File: src/rtl/aes_ctrl_pkg.sv
// Shared AES control definitions: sequencer state encoding, round constants
// and the GF(2^8) xtime helper also used by the MixColumns datapath.
package aes_ctrl_pkg;

  typedef enum logic [1:0] {
    IDLE  = 2'b00,
    LOAD  = 2'b01,
    ROUND = 2'b10,
    DONE  = 2'b11
  } state_t;

  localparam logic [3:0] NUM_ROUNDS = 4'd10;
  localparam logic [7:0] RCON_INIT  = 8'h01;
  localparam logic [7:0] RCON_POLY  = 8'h1B;

  // Multiply by x in GF(2^8) modulo x^8 + x^4 + x^3 + x + 1.
  function automatic logic [7:0] xtime(input logic [7:0] r);
    return {r[6:0], 1'b0} ^ (r[7] ? RCON_POLY : 8'h00);
  endfunction

endpackage

File: src/rtl/aes_round_sequencer.sv
// AES-128 round sequencer: after key_start it issues the AddRoundKey load, ten
// round strobes with matching Rcon steps, then a one-cycle transformer_done.
module aes_round_sequencer
  import aes_ctrl_pkg::*;
#(
  parameter int unsigned ROUND_LAT = 1
) (
  input  logic       clk,
  input  logic       rst_,
  input  logic       key_start,
  output logic       busy,
  output logic       dp_load,
  output logic       dp_round_en,
  output logic       dp_final,
  output logic       ke_step,
  output logic [3:0] round,
  output logic [7:0] rcon,
  output logic       transformer_done,
  output logic       cipher_valid,
  output state_t     fsm_state
);

  // Handshake: there is no back-pressure. key_start is a level that is acted
  // on only in IDLE while armed; every strobe is valid for exactly one cycle
  // and the datapath/expander must accept it (they honour ROUND_LAT).

  localparam logic [3:0] CNT_LAST = 4'(ROUND_LAT - 1);

  state_t     state, state_nxt;
  logic [3:0] round_q, round_nxt;
  logic [7:0] rcon_q, rcon_nxt;
  logic [3:0] cnt, cnt_nxt;
  logic       armed, armed_nxt;
  logic       valid_q, valid_nxt;

  always_ff @(posedge clk or negedge rst_) begin
    if (!rst_) begin
      state   <= IDLE;
      round_q <= 4'd0;
      rcon_q  <= RCON_INIT;
      cnt     <= 4'd0;
      armed   <= 1'b1;
      valid_q <= 1'b0;
    end else begin
      state   <= state_nxt;
      round_q <= round_nxt;
      rcon_q  <= rcon_nxt;
      cnt     <= cnt_nxt;
      armed   <= armed_nxt;
      valid_q <= valid_nxt;
    end
  end

  always_comb begin
    state_nxt        = state;
    round_nxt        = round_q;
    rcon_nxt         = rcon_q;
    cnt_nxt          = cnt;
    valid_nxt        = valid_q;
    dp_load          = 1'b0;
    dp_round_en      = 1'b0;
    transformer_done = 1'b0;

    // A start still held after DONE must be released once before it counts again.
    armed_nxt = armed;
    if (state == DONE) armed_nxt = 1'b0;
    if (!key_start)    armed_nxt = 1'b1;

    case (state)
      IDLE: begin
        if (key_start && armed) begin
          state_nxt = LOAD;
          valid_nxt = 1'b0;
        end
      end
      LOAD: begin
        dp_load   = 1'b1;
        state_nxt = ROUND;
        round_nxt = 4'd1;
        rcon_nxt  = RCON_INIT;
        cnt_nxt   = 4'd0;
      end
      ROUND: begin
        dp_round_en = (cnt == 4'd0);
        if (cnt == CNT_LAST) begin
          cnt_nxt = 4'd0;
          if (round_q == NUM_ROUNDS) begin
            state_nxt = DONE;
            valid_nxt = 1'b1;
          end else begin
            round_nxt = round_q + 4'd1;
            rcon_nxt  = xtime(rcon_q);
          end
        end else begin
          cnt_nxt = cnt + 4'd1;
        end
      end
      DONE: begin
        transformer_done = 1'b1;
        state_nxt        = IDLE;
        round_nxt        = 4'd0;
        rcon_nxt         = RCON_INIT;
      end
      default: state_nxt = IDLE;
    endcase
  end

  assign ke_step      = dp_round_en;
  assign dp_final     = (state == ROUND) && (round_q == NUM_ROUNDS);
  assign busy         = (state == LOAD) || (state == ROUND);
  assign round        = round_q;
  assign rcon         = rcon_q;
  assign cipher_valid = valid_q;
  assign fsm_state    = state;

endmodule

File: config.mk
export PLATFORM = sky130hd
export DESIGN_NAME = aes_round_sequencer
export DESIGN_NICKNAME = d
export VERILOG_FILES = /design/src/rtl/aes_ctrl_pkg.sv /design/src/rtl/aes_round_sequencer.sv
export SDC_FILE = /design/constraint.sdc
export NUM_CORES = 1
export LEC_CHECK = 0
export CAP_MARGIN = 20
export CORE_MARGIN = 8
export CORE_UTILIZATION = 40
export DETAILED_ROUTE_END_ITERATION = 7
export PLACE_DENSITY = 0.67
export SKIP_CTS_REPAIR_TIMING = 1
export SLEW_MARGIN = 20
export SYNTH_ARGS = -nofsm -noshare
export SYNTH_HDL_FRONTEND = slang
export SYNTH_SLANG_ARGS = --single-unit
File: constraint.sdc
create_clock -name clk -period 1.9 [get_ports clk]
set_input_delay 0.38 -clock clk [delete_from_list [all_inputs] [get_ports clk]]
set_output_delay 0.38 -clock clk [all_outputs]
set_load 0.02 [all_outputs]
Word-level counts from Yosys, hierarchy flattened
Index checks and enable logic that the tools add are counted.

Add/subtract/negate cells: 2. Divide/modulo/power cells: 0. $lt $le $gt $ge: 0. Multiplexer cells: 22. Shift operators: 0. Bitwise operators: 1. Reductions and logical operators: 14. Multipliers: 0. Equal/unequal tests: 9.

Operators by type and width (count): 2-to-1 mux 8 bit (2); one-hot mux 8 bit (2 select lines) (1); 2-to-1 mux 4 bit (3); one-hot mux 4 bit (3 select lines) (1); AND reduction 3 bit (3); adder 4 x 1 -> 4 bit (second input constant) (2); 2-to-1 mux 1 bit (8); != test 2 bit (second input constant) (4); one-hot mux 2 bit (4 select lines) (1); one-hot mux 4 bit (2 select lines) (1); XOR 8 x 5 -> 8 bit (1); 2-to-1 mux 2 bit (3); nonzero test 2 bit (3); 2-to-1 mux 5 bit (1); == test 2 bit (second input constant) (2); == test 4 bit (second input constant) (1); zero test 4 bit (1); AND reduction 4 bit (1); nonzero test 3 bit (1); == test 2 x 1 -> 1 bit (second input constant) (1); logical AND 1 bit (2); zero test 2 bit (1); != test 2 x 1 -> 1 bit (second input constant) (1); one-hot mux 1 bit (2 select lines) (1); other kinds (2) (2).

Memory bits (writable): 0. Memory bits (read-only): 0. Input bits: 3. Memories: 0. Output and inout port bits: 21. Word-level logic and storage cells: 54. Bits in registers: 20. Latch bits: 0.

Longest topological paths before layout
Depth after elaboration: 5. Mapped depth: 6. Gate-level depth less buffers: 5.

Least setup slack after synthesis
OpenSTA, ideal clock, no wires.

Path type: reg2reg. From: register state[0], in the netlist fsm_state[0]. To: register rcon_q[3], in the netlist rcon[3]. Library setup time: 0.128 ns. Setup slack: -0.138 ns. Period minus slack after synthesis: 2.038 ns. Arrival: 1.911 ns. Stages on the path, launching flop included: 7. Buffers on the path: 1. Cells stage by stage: dfrtp_1 inv_1 ha_1 buf_2 and4bb_2 a2bb2oi_4 mux2_1.

Longest elaborated chain between the ends: 4.

RTL lines: from (decl) (line aes_round_sequencer.sv:29) `state_t state, state_nxt;`; from (signal assigned) (line aes_round_sequencer.sv:45) `state <= state_nxt;`; == test 2 bit / == test 2 x 1 -> 1 bit (equally long branches) (line aes_round_sequencer.sv:69) `case (state)`; OR reduction 2 bit (no source line); nonzero test 2 bit (no source line); AND reduction 3 bit (no source line); to (signal assigned) (line aes_round_sequencer.sv:47) `rcon_q <= rcon_nxt;`; to (decl) (line aes_round_sequencer.sv:31) `logic [7:0] rcon_q, rcon_nxt;`.

Parallel ways exist; a longest one is shown, timed or not. A chain may end at the register's enable or synchronous reset.

Final worst setup path
From: register cnt[0]. To: register state[1], in the netlist fsm_state[1].

Longest elaborated chain between the ends: 3.

RTL lines: from (decl) (line aes_round_sequencer.sv:32) `logic [3:0] cnt, cnt_nxt;`; from (signal assigned) (line aes_round_sequencer.sv:48) `cnt <= cnt_nxt;`; zero test 4 bit (line aes_round_sequencer.sv:85) `if (cnt == CNT_LAST) begin`; != test 2 bit (no source line); AND reduction 3 bit (no source line).

Every way passes these cells.

==> impl_metrics.env <==
export IMPL_hold_class="input port to asynchronous set/reset pin"
export IMPL_start_util_pct=42.4
export IMPL_setup_ws_ns=0.0636
export IMPL_dp_cells=173
export IMPL_p_leak_nw=0.800
export IMPL_clock_path_buffers=2
export IMPL_final_cells=178
export IMPL_synth_enable_flop_cells=0
export IMPL_die_y_um=70.1
export IMPL_syn_area_per_cell_um2=11.2
export IMPL_power_total_w=0.00251
export IMPL_vias=930
export IMPL_r2r_cells=5
export IMPL_syn_nets=116
export IMPL_cp_arrival_ns=2.03
export IMPL_gp_routability_congestion=0.827
export IMPL_final_cell_mix="buf_4 (21), dfrtp_1 (16), clkdlybuf4s50_1 (16), inv_1 (11), ha_1 (8)"
export IMPL_ant_nets=0
export IMPL_cts_clk_slew_worst_paths_ns=0.12
export IMPL_worstMarginPinSlew_ns=0.355
export IMPL_cap_violations=0
export IMPL_fmax_ghz=0.545
export IMPL_cts_root_buf="clkbuf_4"
export IMPL_via_per_inst=5.22
export IMPL_grt_pass1_vias=1004
export IMPL_cp_required_ns=2.10
export IMPL_grt_pass1_wl_um=4600
export IMPL_final_hold_viol_count=0
export IMPL_fin_tns_setup_ns=0
export IMPL_cts_sinks=20
export IMPL_post_drt_wl_per_cell_um=15.3
export IMPL_ir_drop_mv=0.990
export IMPL_ys_types=40
export IMPL_drtIter0Drc=20
export IMPL_grt_overflow=0
export IMPL_io_pins=24
export IMPL_status="complete, no violations"
export IMPL_antenna_cells=0
export IMPL_r2r_start="cnt[0]$_DFFE_PN0P_"
export IMPL_grt_max_degree=21
export IMPL_yosysSeqAreaShare_pct=43.0
export IMPL_wl_um=2720
export IMPL_rrSetupSlack_ns=0.06
export IMPL_drive_gt1_share_pct=29.9
export IMPL_synthArstFlopShare_pct=100
export IMPL_nFillCells=235
export IMPL_ys_seq_elements=20
export IMPL_drcViolationCount=0
export IMPL_grt_antenna_before_repair=0
export IMPL_cts_htree_levels=1
export IMPL_relSlewSlack_pct=76.3
export IMPL_crit_type="flop to flop"
export IMPL_areaGrowthSynthToFinish_pct=37.9
export IMPL_rows=19
export IMPL_drv_slew=0
export IMPL_setup_violations=0
export IMPL_gr_usage_all_layers_pct=11.0
export IMPL_numCtsBuffers=3
export IMPL_seqCellArea_um2=505
export IMPL_dpl_hpwl_um=2150
export IMPL_die_w_um=70.1
export IMPL_final_common_cell="buf_4"
export IMPL_crit_fanout=4
export IMPL_end_kind="flop"
export IMPL_critPathLaunchType="flop"
export IMPL_syn_area_mm2=0.00117
export IMPL_portBuffers=23
export IMPL_dp_slack_ns=-0.0413
export IMPL_yosys_warnings=0
export IMPL_fin_worst_skew_ns=0.00190
export IMPL_multiInputGateArea_um2=599
export IMPL_drtPass1Iterations=4
export IMPL_num_nets_final=160
export IMPL_cts_tree="done"
export IMPL_core_area_mm2=0.00276
export IMPL_clkLatencyLatePin_ns=0.30
export IMPL_power_density_mw_per_mm2=1550
export IMPL_synthFlopType="dfrtp_1"
export IMPL_syn_inst=104
export IMPL_grt_setup_unrepaired="false"
export IMPL_period_needed_ns=1.84
export IMPL_period_share_pct=96.7
export IMPL_worstReg2RegEnd="fsm_state[1]$_DFFE_PN0P_"
export IMPL_die_area_mm2=0.00491
-- metal layers --
metal	global-route usage, %	part of all wire (%)	vias to the layer above
met5	0	0	-
met4	2.68	0.40	0
met3	3.67	5.8	2
met2	19.0	49	18
met1	12.8	44	457
li1	-	-	453
-- where the power goes --
group / total (W) / switching [W] / leakage (nW) / internal (W)
sequential: 0.000607 / 0.0000694 / 0.260 / 0.000537
clock: 0.000251 / 0.000134 / 0.0210 / 0.000117
combinational: 0.00165 / 0.000819 / 0.519 / 0.000829
total: 0.00251 / 0.00102 / 0.800 / 0.00148
-- how the worst max path moves through the flow --
stage | from | end | slack [ns] | cells past startpoint
final | cnt[0]$_DFFE_PN0P_ | fsm_state[1]$_DFFE_PN0P_ | 0.06 | 5
after global routing | fsm_state[0]$_DFFE_PN0P_ | ke_step | 0.008 | 4
after CTS | fsm_state[0]$_DFFE_PN0P_ | ke_step | -0.39 | 4
after detailed placement | fsm_state[0]$_DFFE_PN0P_ | ke_step | -0.04 | 4
after global placement | fsm_state[0]$_DFFE_PN0P_ | ke_step | 0.009 | 4
after floorplan | fsm_state[0]$_DFFE_PN0P_ | rcon[3]$_DFFE_PN0P_ | 0.05 | 6
-- cell type report --
class | instances | area share [%]
inverters | 13 | 3.03
multi-input cells | 66 | 37.2
clock buffers | 4 | 2.25
repair buffers | 44 | 23.8
flip-flops and latches | 20 | 31.4
well taps | 31 | 2.41
-- synthesized netlist by cell type, types with 2 or more instances --
master	n	area, µm²
mux2_1	4	45.0
nor3_1	4	20.0
clkbuf_1	2	7.51
nand2b_1	2	12.5
inv_1	13	48.8
dfstp_2	2	52.6
dfrtp_1	18	450
a22o_1	4	35.0
nor2_1	3	11.3
o21ai_0	3	15.0
o22ai_1	4	25.0
ha_1	9	113
mux2i_1	2	20.0
xnor2_1	4	35.0
nand3_1	5	25.0
-- flip-flops by register name, summed over array words and instances, names as in the netlist --
name          count
cipher_valid      1
round             4
armed             1
rcon              8
cnt               4
fsm_state         2
-- cell families (layout without fill, tap and decap cells) --
logic type      after synthesis  count (layout)  synth area share (%)
compound gates               23              23                  18.8
simple gates                 23              23                  11.8
flops                        20              20                  43.0
buf+inv                      18              61                  6.85
fa+ha+maj                     9               9                  9.64
mux                           7               7                  6.85
xor+xnor                      4               4                  3.00
-- critical path: stages, from the launching register on --
cell and delay, ns:
dfrtp_1 0.40, inv_2 0.07, ha_2 0.17, or3b_4 0.43, a221oi_4 0.33, mux2_4 0.33
-- metrics by stage --
stage | hold WS (ns) | utilization (%) | instance area (µm²)
5_1_grt | 0.416 | 58.4 | 1610
4_1_cts | 0.402 | 58.0 | 1600
2_1_floorplan | 0.0844 | - | 1170
3_3_place_gp | 0.472 | 56.7 | 1560
6_report | 0.404 | 58.4 | 1610
3_5_place_dp | 0.491 | 56.7 | 1560
Power figures use the tool's default switching activity.
